[config.mk]
export PLATFORM = sky130hd
export DESIGN_NAME = spi_reg_bridge_flat
export DESIGN_NICKNAME = d
export VERILOG_FILES = /design/src/rtl/spi_reg_bridge_if.sv /design/src/rtl/spi_reg_bridge.sv /design/src/flat_wrapper.sv
export SDC_FILE = /design/constraint.sdc
export NUM_CORES = 1
export LEC_CHECK = 0
export ABC_AREA = 1
export CAP_MARGIN = 20
export CELL_PAD_IN_SITES_DETAIL_PLACEMENT = 1
export CELL_PAD_IN_SITES_GLOBAL_PLACEMENT = 1
export CORE_MARGIN = 1.5
export CORE_UTILIZATION = 34
export CTS_CLUSTER_SIZE = 30
export DETAILED_ROUTE_END_ITERATION = 8
export GPL_ROUTABILITY_DRIVEN = 0
export PLACE_DENSITY = 0.89
export SYNTH_ARGS = -nofsm -noshare
export SYNTH_HDL_FRONTEND = slang
export SYNTH_SLANG_ARGS = --single-unit
[constraint.sdc]
create_clock -name sys_clk -period 1.4 [get_ports sys_clk]
set_input_delay 0.14 -clock sys_clk [delete_from_list [all_inputs] [get_ports sys_clk]]
set_output_delay 0.14 -clock sys_clk [all_outputs]
set_load 0.02 [all_outputs]
[src/rtl/spi_reg_bridge_if.sv]
// spi_reg_bridge_if: SPI peripheral handshake and register-file bus of the bridge.
interface spi_reg_bridge_if #(
    parameter int BYTE_W = 8,
    parameter int ADDR_W = 3
);
    logic              csn_pad;
    logic              spi_dreq;
    logic [BYTE_W-1:0] spi_data_rx;
    logic [BYTE_W-1:0] spi_data_to_send;
    logic              spi_data_written;
    logic [ADDR_W-1:0] reg_addr;
    logic [BYTE_W-1:0] reg_wdata;
    logic              reg_wr_en;
    logic [BYTE_W-1:0] reg_rdata;
    logic              frame_err;

    modport master (
        input  csn_pad, spi_dreq, spi_data_rx, reg_rdata,
        output spi_data_to_send, spi_data_written, reg_addr, reg_wdata, reg_wr_en, frame_err
    );
    modport slave (
        output csn_pad, spi_dreq, spi_data_rx, reg_rdata,
        input  spi_data_to_send, spi_data_written, reg_addr, reg_wdata, reg_wr_en, frame_err
    );
endinterface

[src/rtl/spi_reg_bridge.sv]
// spi_reg_bridge: turns SPI byte frames (command + data) into register reads and writes.
module spi_reg_bridge #(
    parameter int BYTE_W = 8,
    parameter int ADDR_W = 3
) (
    input logic sys_clk,
    input logic rst,
    spi_reg_bridge_if.master bus
);
    localparam logic [BYTE_W-1:0] LOW_MASK = BYTE_W'((1 << ADDR_W) - 1);
    localparam logic [BYTE_W-1:0] RSV_MASK = {1'b0, {(BYTE_W-1){1'b1}}} & ~LOW_MASK;

    typedef enum logic [2:0] {IDLE, CMD, WR, RD, DROP} state_t;
    state_t state, state_n;
    logic cs_m, cs_s, dreq_q, p1, p1_rd;
    logic [ADDR_W-1:0] addr_ptr;
    logic [BYTE_W-1:0] rx;
    logic ev, acc, is_wr, rsv_bad;

    assign rx      = bus.spi_data_rx;
    assign ev      = bus.spi_dreq & ~dreq_q;
    // a second event while a response is still in flight is a protocol violation and is dropped
    assign acc     = ev & ~cs_s & (state != IDLE) & ~p1 & ~bus.spi_data_written;
    assign is_wr   = rx[BYTE_W-1];
    assign rsv_bad = |(rx & RSV_MASK);

    always_ff @(posedge sys_clk or posedge rst) begin
        if (rst) begin
            cs_m   <= 1'b0;
            cs_s   <= 1'b0;
            dreq_q <= 1'b0;
            state  <= IDLE;
        end else begin
            cs_m   <= bus.csn_pad;
            cs_s   <= cs_m;
            dreq_q <= bus.spi_dreq;
            state  <= state_n;
        end
    end

    always_comb begin
        state_n = state;
        state_n = cs_s                    ? IDLE :
                  (state == IDLE)         ? CMD  :
                  (state == CMD && acc)   ? (rsv_bad ? DROP : is_wr ? WR : RD) :
                  state;
    end

    always_ff @(posedge sys_clk or posedge rst) begin
        if (rst) begin
            p1                   <= 1'b0;
            p1_rd                <= 1'b0;
            addr_ptr             <= '0;
            bus.reg_addr         <= '0;
            bus.reg_wdata        <= '0;
            bus.reg_wr_en        <= 1'b0;
            bus.spi_data_to_send <= '0;
            bus.spi_data_written <= 1'b0;
            bus.frame_err        <= 1'b0;
        end else begin
            p1                   <= 1'b0;
            p1_rd                <= 1'b0;
            bus.reg_wr_en        <= 1'b0;
            bus.spi_data_written <= p1;
            if (p1)
                bus.spi_data_to_send <= p1_rd ? bus.reg_rdata : '0;
            else if (state == IDLE)
                bus.spi_data_to_send <= '0;
            if (acc) begin
                p1 <= 1'b1;
                case (state)
                    CMD: begin
                        if (rsv_bad) begin
                            bus.frame_err <= 1'b1;
                        end else if (is_wr) begin
                            addr_ptr <= rx[ADDR_W-1:0];
                        end else begin
                            bus.reg_addr <= rx[ADDR_W-1:0];
                            addr_ptr     <= rx[ADDR_W-1:0] + 1'b1;
                            p1_rd        <= 1'b1;
                        end
                    end
                    WR: begin
                        bus.reg_wr_en <= 1'b1;
                        bus.reg_addr  <= addr_ptr;
                        bus.reg_wdata <= rx;
                        addr_ptr      <= addr_ptr + 1'b1;
                    end
                    RD: begin
                        bus.reg_addr <= addr_ptr;
                        addr_ptr     <= addr_ptr + 1'b1;
                        p1_rd        <= 1'b1;
                    end
                    default: ;
                endcase
            end
        end
    end
endmodule

[src/flat_wrapper.sv]
// flat-port wrapper written by rule: the top's interface ports become plain ports
module spi_reg_bridge_flat 
#(
    parameter int BYTE_W = 8,
    parameter int ADDR_W = 3
)
  (sys_clk, rst, bus_csn_pad, bus_spi_dreq, bus_spi_data_rx, bus_reg_rdata, bus_spi_data_to_send, bus_spi_data_written, bus_reg_addr, bus_reg_wdata, bus_reg_wr_en, bus_frame_err);
  spi_reg_bridge_if #(.BYTE_W(BYTE_W), .ADDR_W(ADDR_W)) bus_i ();
  input logic sys_clk;
  input logic rst;
  input wire logic [$bits(bus_i.csn_pad)-1:0] bus_csn_pad;
  input wire logic [$bits(bus_i.spi_dreq)-1:0] bus_spi_dreq;
  input wire logic [$bits(bus_i.spi_data_rx)-1:0] bus_spi_data_rx;
  input wire logic [$bits(bus_i.reg_rdata)-1:0] bus_reg_rdata;
  output wire logic [$bits(bus_i.spi_data_to_send)-1:0] bus_spi_data_to_send;
  output wire logic [$bits(bus_i.spi_data_written)-1:0] bus_spi_data_written;
  output wire logic [$bits(bus_i.reg_addr)-1:0] bus_reg_addr;
  output wire logic [$bits(bus_i.reg_wdata)-1:0] bus_reg_wdata;
  output wire logic [$bits(bus_i.reg_wr_en)-1:0] bus_reg_wr_en;
  output wire logic [$bits(bus_i.frame_err)-1:0] bus_frame_err;
  assign bus_i.csn_pad = bus_csn_pad;
  assign bus_i.spi_dreq = bus_spi_dreq;
  assign bus_i.spi_data_rx = bus_spi_data_rx;
  assign bus_i.reg_rdata = bus_reg_rdata;
  assign bus_spi_data_to_send = bus_i.spi_data_to_send;
  assign bus_spi_data_written = bus_i.spi_data_written;
  assign bus_reg_addr = bus_i.reg_addr;
  assign bus_reg_wdata = bus_i.reg_wdata;
  assign bus_reg_wr_en = bus_i.reg_wr_en;
  assign bus_frame_err = bus_i.frame_err;
  spi_reg_bridge #(.BYTE_W(BYTE_W), .ADDR_W(ADDR_W)) u_core (.sys_clk(sys_clk), .rst(rst), .bus(bus_i));
endmodule
==> key figures <==
GRT
  – Busiest layer in global routing: met2
  – GR Overflow Total: 0
  – Global-route met3 utilization: roughly 4.2%
  – Global-route usage over all layers: 17.5%
  – GR met2 Demand/Resource: 31.4%
  – Global-route wire length before repair: a little under 7 mm
  – Number of antenna violations at the first check in global routing: 0
  – Pin count of the biggest net entering global routing: 34
  – Vias in the first global route: between 1000 and 1500
  – Met1 demand-to-capacity share in global routing: around a fifth

Yosys
  – Arithmetic-cell share of the synthesized area counting full adders, half adders and majority gates: roughly 1.6%
  – Yosys synthesis warning count: 0
  – Proportion of synthesized area in mux cells: 0%
  – Seq/Total Area, Yosys: ~54%
  – Synth Instances: 180
  – Synthesized net count: between 200 and 250
  – Post-synthesis area per instance: about 8.5 µm²
  – Simple-Gate Fraction of Synth Area: between 30% and 40%
  – Post-Syn Area: around 1500 µm²
  – Share of the synthesized area in compound gates (AO/OA/AOI/OAI): between 5 and 6%
  – Cell variety after synth: 21
  – Flops & latches, synth: 33
  – Post-synthesis share of cell area spent on xor and xnor gates: less than 1%
  – Combinational family with the most area after synthesis: simple AND/OR/NAND/NOR gates

Worst setup path
  – Top Family by Delay on Critical Path: buffers and inverters
  – Worst Setup Start Kind: flop
  – Slowest library cell on the worst path: sky130_fd_sc_hd__clkdlybuf4s50_1
  – Number of buffer and inverter stages on the critical path: 1
  – Largest fanout on the critical path: 2
  – Series of cell instances along the critical path: clkdlybuf4s50_1
  – Critical Path End Type: output pin
  – Required time of the critical path: 1.26 ns
  – Delay of the slowest cell on the worst path: roughly 0.60 ns
  – Data arrival, critical path: ~1.2 ns
  – Critical path type: flop to output pin

Final layout
  – Post-route design area: between 2000 and 2500 µm²
  – Antenna diode instance count: 0
  – Fillers: about 530
  – Area growth from synthesis to layout: 49.6%
  – Final standard cell count with taps included and fillers excluded: 295
  – Fraction of final layout cells sized beyond drive strength 1: between 10% and 20%
  – Post-layout utilization of the core: between 50% and 60%
  – Number of nets in the final layout: roughly 270

Clock tree
  – Insertion delay of the later-clocked pin in the worst-skew pair: roughly 0.28 ns
  – TritonCTS clock tree: built
  – Bufs on Longest Clock Path: 2
  – Cts-stage hold buffer count: 0
  – Number of sinks handled by clock tree synthesis: 33
  – Buffer cell driving the clock tree root: sky130_fd_sc_hd__clkbuf_8
  – Clk slew on worst S/H paths: 0.06 ns
  – Num CTS Buffers: 5
  – Deepest level of the CTS H-tree: 2

Routing
  – Number of DRC markers in iteration 0: 68
  – Via-to-Cell Ratio: just under 5
  – Vias: approximately 1400
  – First drt pass iteration count: 4
  – Post-detailed-routing wire length: slightly above 4 mm
  – Count of antenna-violating nets left after detailed routing: 0
  – Avg WL per Cell: ~14 µm
  – Number of DRC violations after detailed routing: 0

Place
  – Cell area after placement: ~2100 µm²
  – Placed cell count: between 200 and 300
  – Port bufs: around 40
  – Dpl hpwl: 2.95 mm

Timing
  – Hold slack: between 0.15 and 0.2 ns
  – Final total negative setup slack: 0 ns
  – Number of hold violations in the final report: 0
  – Final critical delay including setup and external delays: ~1.4 ns
  – Setup-failing EPs final: 0
  – Tightest Pin Transition: 0.271 ns
  – Slew Limit Headroom: 81.9%
  – Max Transition Viols Final: 0
  – Share of the clock period used by the worst path after layout: a little over nine tenths
  – Max Clk Rate: 728 MHz
  – Clock skew after layout: approximately 0.0043 ns

Power
  – Leak pwr: roughly 0.0014 µW
  – Power density of the placed cells: between 1000 and 1500 nW/µm²
  – Worst IR drop on VDD: approximately 0.65 mV

Status
  – Outcome: completed

Min path
  – Worst Hold Class: input port to async pin

Floorplanning
  – Die outline height: 70.0 µm
  – Die area: approximately 4900 µm²
  – Die Width: between 60 and 70 µm
  – Io pins: between 40 and 50
  – Starting density of the core: a little over a third
  – Area inside the core boundary: between 4000 and 5000 µm²
  – Number of cell rows: 24

Job
  – Number of violations of the max-capacitance limit: 0
-- cells by family (layout without fill, tap and decap cells) --
family / count (synthesis) / count (layout)
AND/OR/NAND/NOR: 114 / 114
flip-flops: 33 / 33
buffers and inverters: 19 / 82
AO/OA/AOI/OAI: 11 / 11
adder cells (fa/ha/maj): 2 / 2
XOR/XNOR: 1 / 1
-- metrics by stage --
| step | power, µW | setup slack (ns) |
|---|---|---|
| 2_1_floorplan | 1450 | 0.110 |
| 3_3_place_gp | 1710 | -0.0426 |
| 3_5_place_dp | 1740 | -0.119 |
| 4_1_cts | 2410 | 0.000736 |
| 5_1_grt | 2570 | -0.0663 |
| 6_report | 2430 | 0.0260 |
-- cell usage after synthesis --
library cell | instances | share of area, %
sky130_fd_sc_hd__a21oi_1 | 2 | 0.66
sky130_fd_sc_hd__a21oi_2 | 1 | 0.57
sky130_fd_sc_hd__a21oi_4 | 1 | 1.1
sky130_fd_sc_hd__buf_1 | 1 | 0.25
sky130_fd_sc_hd__buf_6 | 2 | 1.5
sky130_fd_sc_hd__clkbuf_2 | 1 | 0.33
sky130_fd_sc_hd__dfrtp_1 | 33 | 54
sky130_fd_sc_hd__ha_1 | 2 | 1.6
sky130_fd_sc_hd__inv_1 | 13 | 3.2
sky130_fd_sc_hd__inv_2 | 2 | 0.49
sky130_fd_sc_hd__nand2_1 | 72 | 18
sky130_fd_sc_hd__nand2_2 | 6 | 2.5
sky130_fd_sc_hd__nand3_1 | 23 | 7.5
sky130_fd_sc_hd__nand4_1 | 3 | 1.2
sky130_fd_sc_hd__nor2_1 | 6 | 1.5
sky130_fd_sc_hd__nor2_2 | 2 | 0.82
sky130_fd_sc_hd__nor2_4 | 1 | 0.74
sky130_fd_sc_hd__nor3_1 | 1 | 0.33
sky130_fd_sc_hd__o21ai_0 | 3 | 0.98
sky130_fd_sc_hd__o21ai_2 | 4 | 2.3
sky130_fd_sc_hd__xor2_1 | 1 | 0.57
-- path summary, 6_finish.rpt --
check                                        start                             end  slack, ns  depth (start not counted)
max reg2reg                        u_core.state[2]          u_core.bus.reg_addr[2]       0.05                          7
max                        u_core.bus.reg_wdata[3]                bus_reg_wdata[3]       0.03                          1
max in group asynchronous                      rst                 u_core.state[1]       1.01                          3
min                                            rst  u_core.bus.spi_data_to_send[3]       0.19                          3
min reg2reg                            u_core.cs_m                     u_core.cs_s       0.35                          0
min in group sys_clk                   bus_csn_pad                     u_core.cs_m       0.30                          1
-- power by group --
group	leakage (µW)	internal, µW	switching, µW
clock network	0.0000399	327	323
logic	0.000898	296	350
registers	0.000440	1050	78.2
total	0.00138	1670	752
-- repair_timing --
action                     in CTS  in global routing
pin swaps                       1                  3
setup buffers                   1                  6
setup endpoints to repair      15                 30
resized for setup               5                 20
gates cloned                    0                  0
-- cells in the final DEF, fill, tap and decap left out --
master	instances
sky130_fd_sc_hd__clkbuf_8	5
sky130_fd_sc_hd__ha_1	2
sky130_fd_sc_hd__nor2_4	3
sky130_fd_sc_hd__dlygate4sd2_1	3
sky130_fd_sc_hd__xor2_1	1
sky130_fd_sc_hd__nand3_2	1
sky130_fd_sc_hd__nor2_2	1
sky130_fd_sc_hd__dlymetal6s2s_1	13
sky130_fd_sc_hd__nand2_1	71
sky130_fd_sc_hd__nand3_1	22
sky130_fd_sc_hd__a21oi_4	2
sky130_fd_sc_hd__clkinv_2	1
sky130_fd_sc_hd__nor3_1	1
sky130_fd_sc_hd__inv_1	13
sky130_fd_sc_hd__a21oi_1	2
sky130_fd_sc_hd__dfrtp_2	2
sky130_fd_sc_hd__nand2_2	6
sky130_fd_sc_hd__buf_4	18
sky130_fd_sc_hd__o21ai_0	3
sky130_fd_sc_hd__o21ai_2	4
sky130_fd_sc_hd__nand4_1	3
sky130_fd_sc_hd__nor2_1	5
sky130_fd_sc_hd__buf_12	2
sky130_fd_sc_hd__inv_2	2
sky130_fd_sc_hd__clkdlybuf4s50_1	25
sky130_fd_sc_hd__dfrtp_1	31
sky130_fd_sc_hd__nand2_4	1
-- sequential cells by signal (all words and copies together), names as in the netlist, 3 cells and up --
signal	cells
u_core.bus.reg_addr	3
u_core.state	3
u_core.bus.reg_wdata	8
u_core.addr_ptr	3
u_core.bus.spi_data_to_send	8
-- per-layer routing --
layer  up-vias  share of wire (%)  wire, µm
met5         -                  0         0
met4         0                2.2        91
met3        10                4.6       193
met2        40                 51      2140
met1       691                 42      1730
li1        695                  -         -
-- final cells by class --
type | instances | area [µm²] | share of cell area, %
repair buffers | 61 | 614 | 26.9
well taps | 52 | 65.1 | 2.85
inverters | 15 | 56.3 | 2.47
clock buffers | 5 | 68.8 | 3.02
clock inverters | 1 | 5.00 | 0.219
multi-input cells | 128 | 644 | 28.2
flip-flops and latches | 33 | 828 | 36.3
No activity file was read; power rests on OpenSTA's default activity.
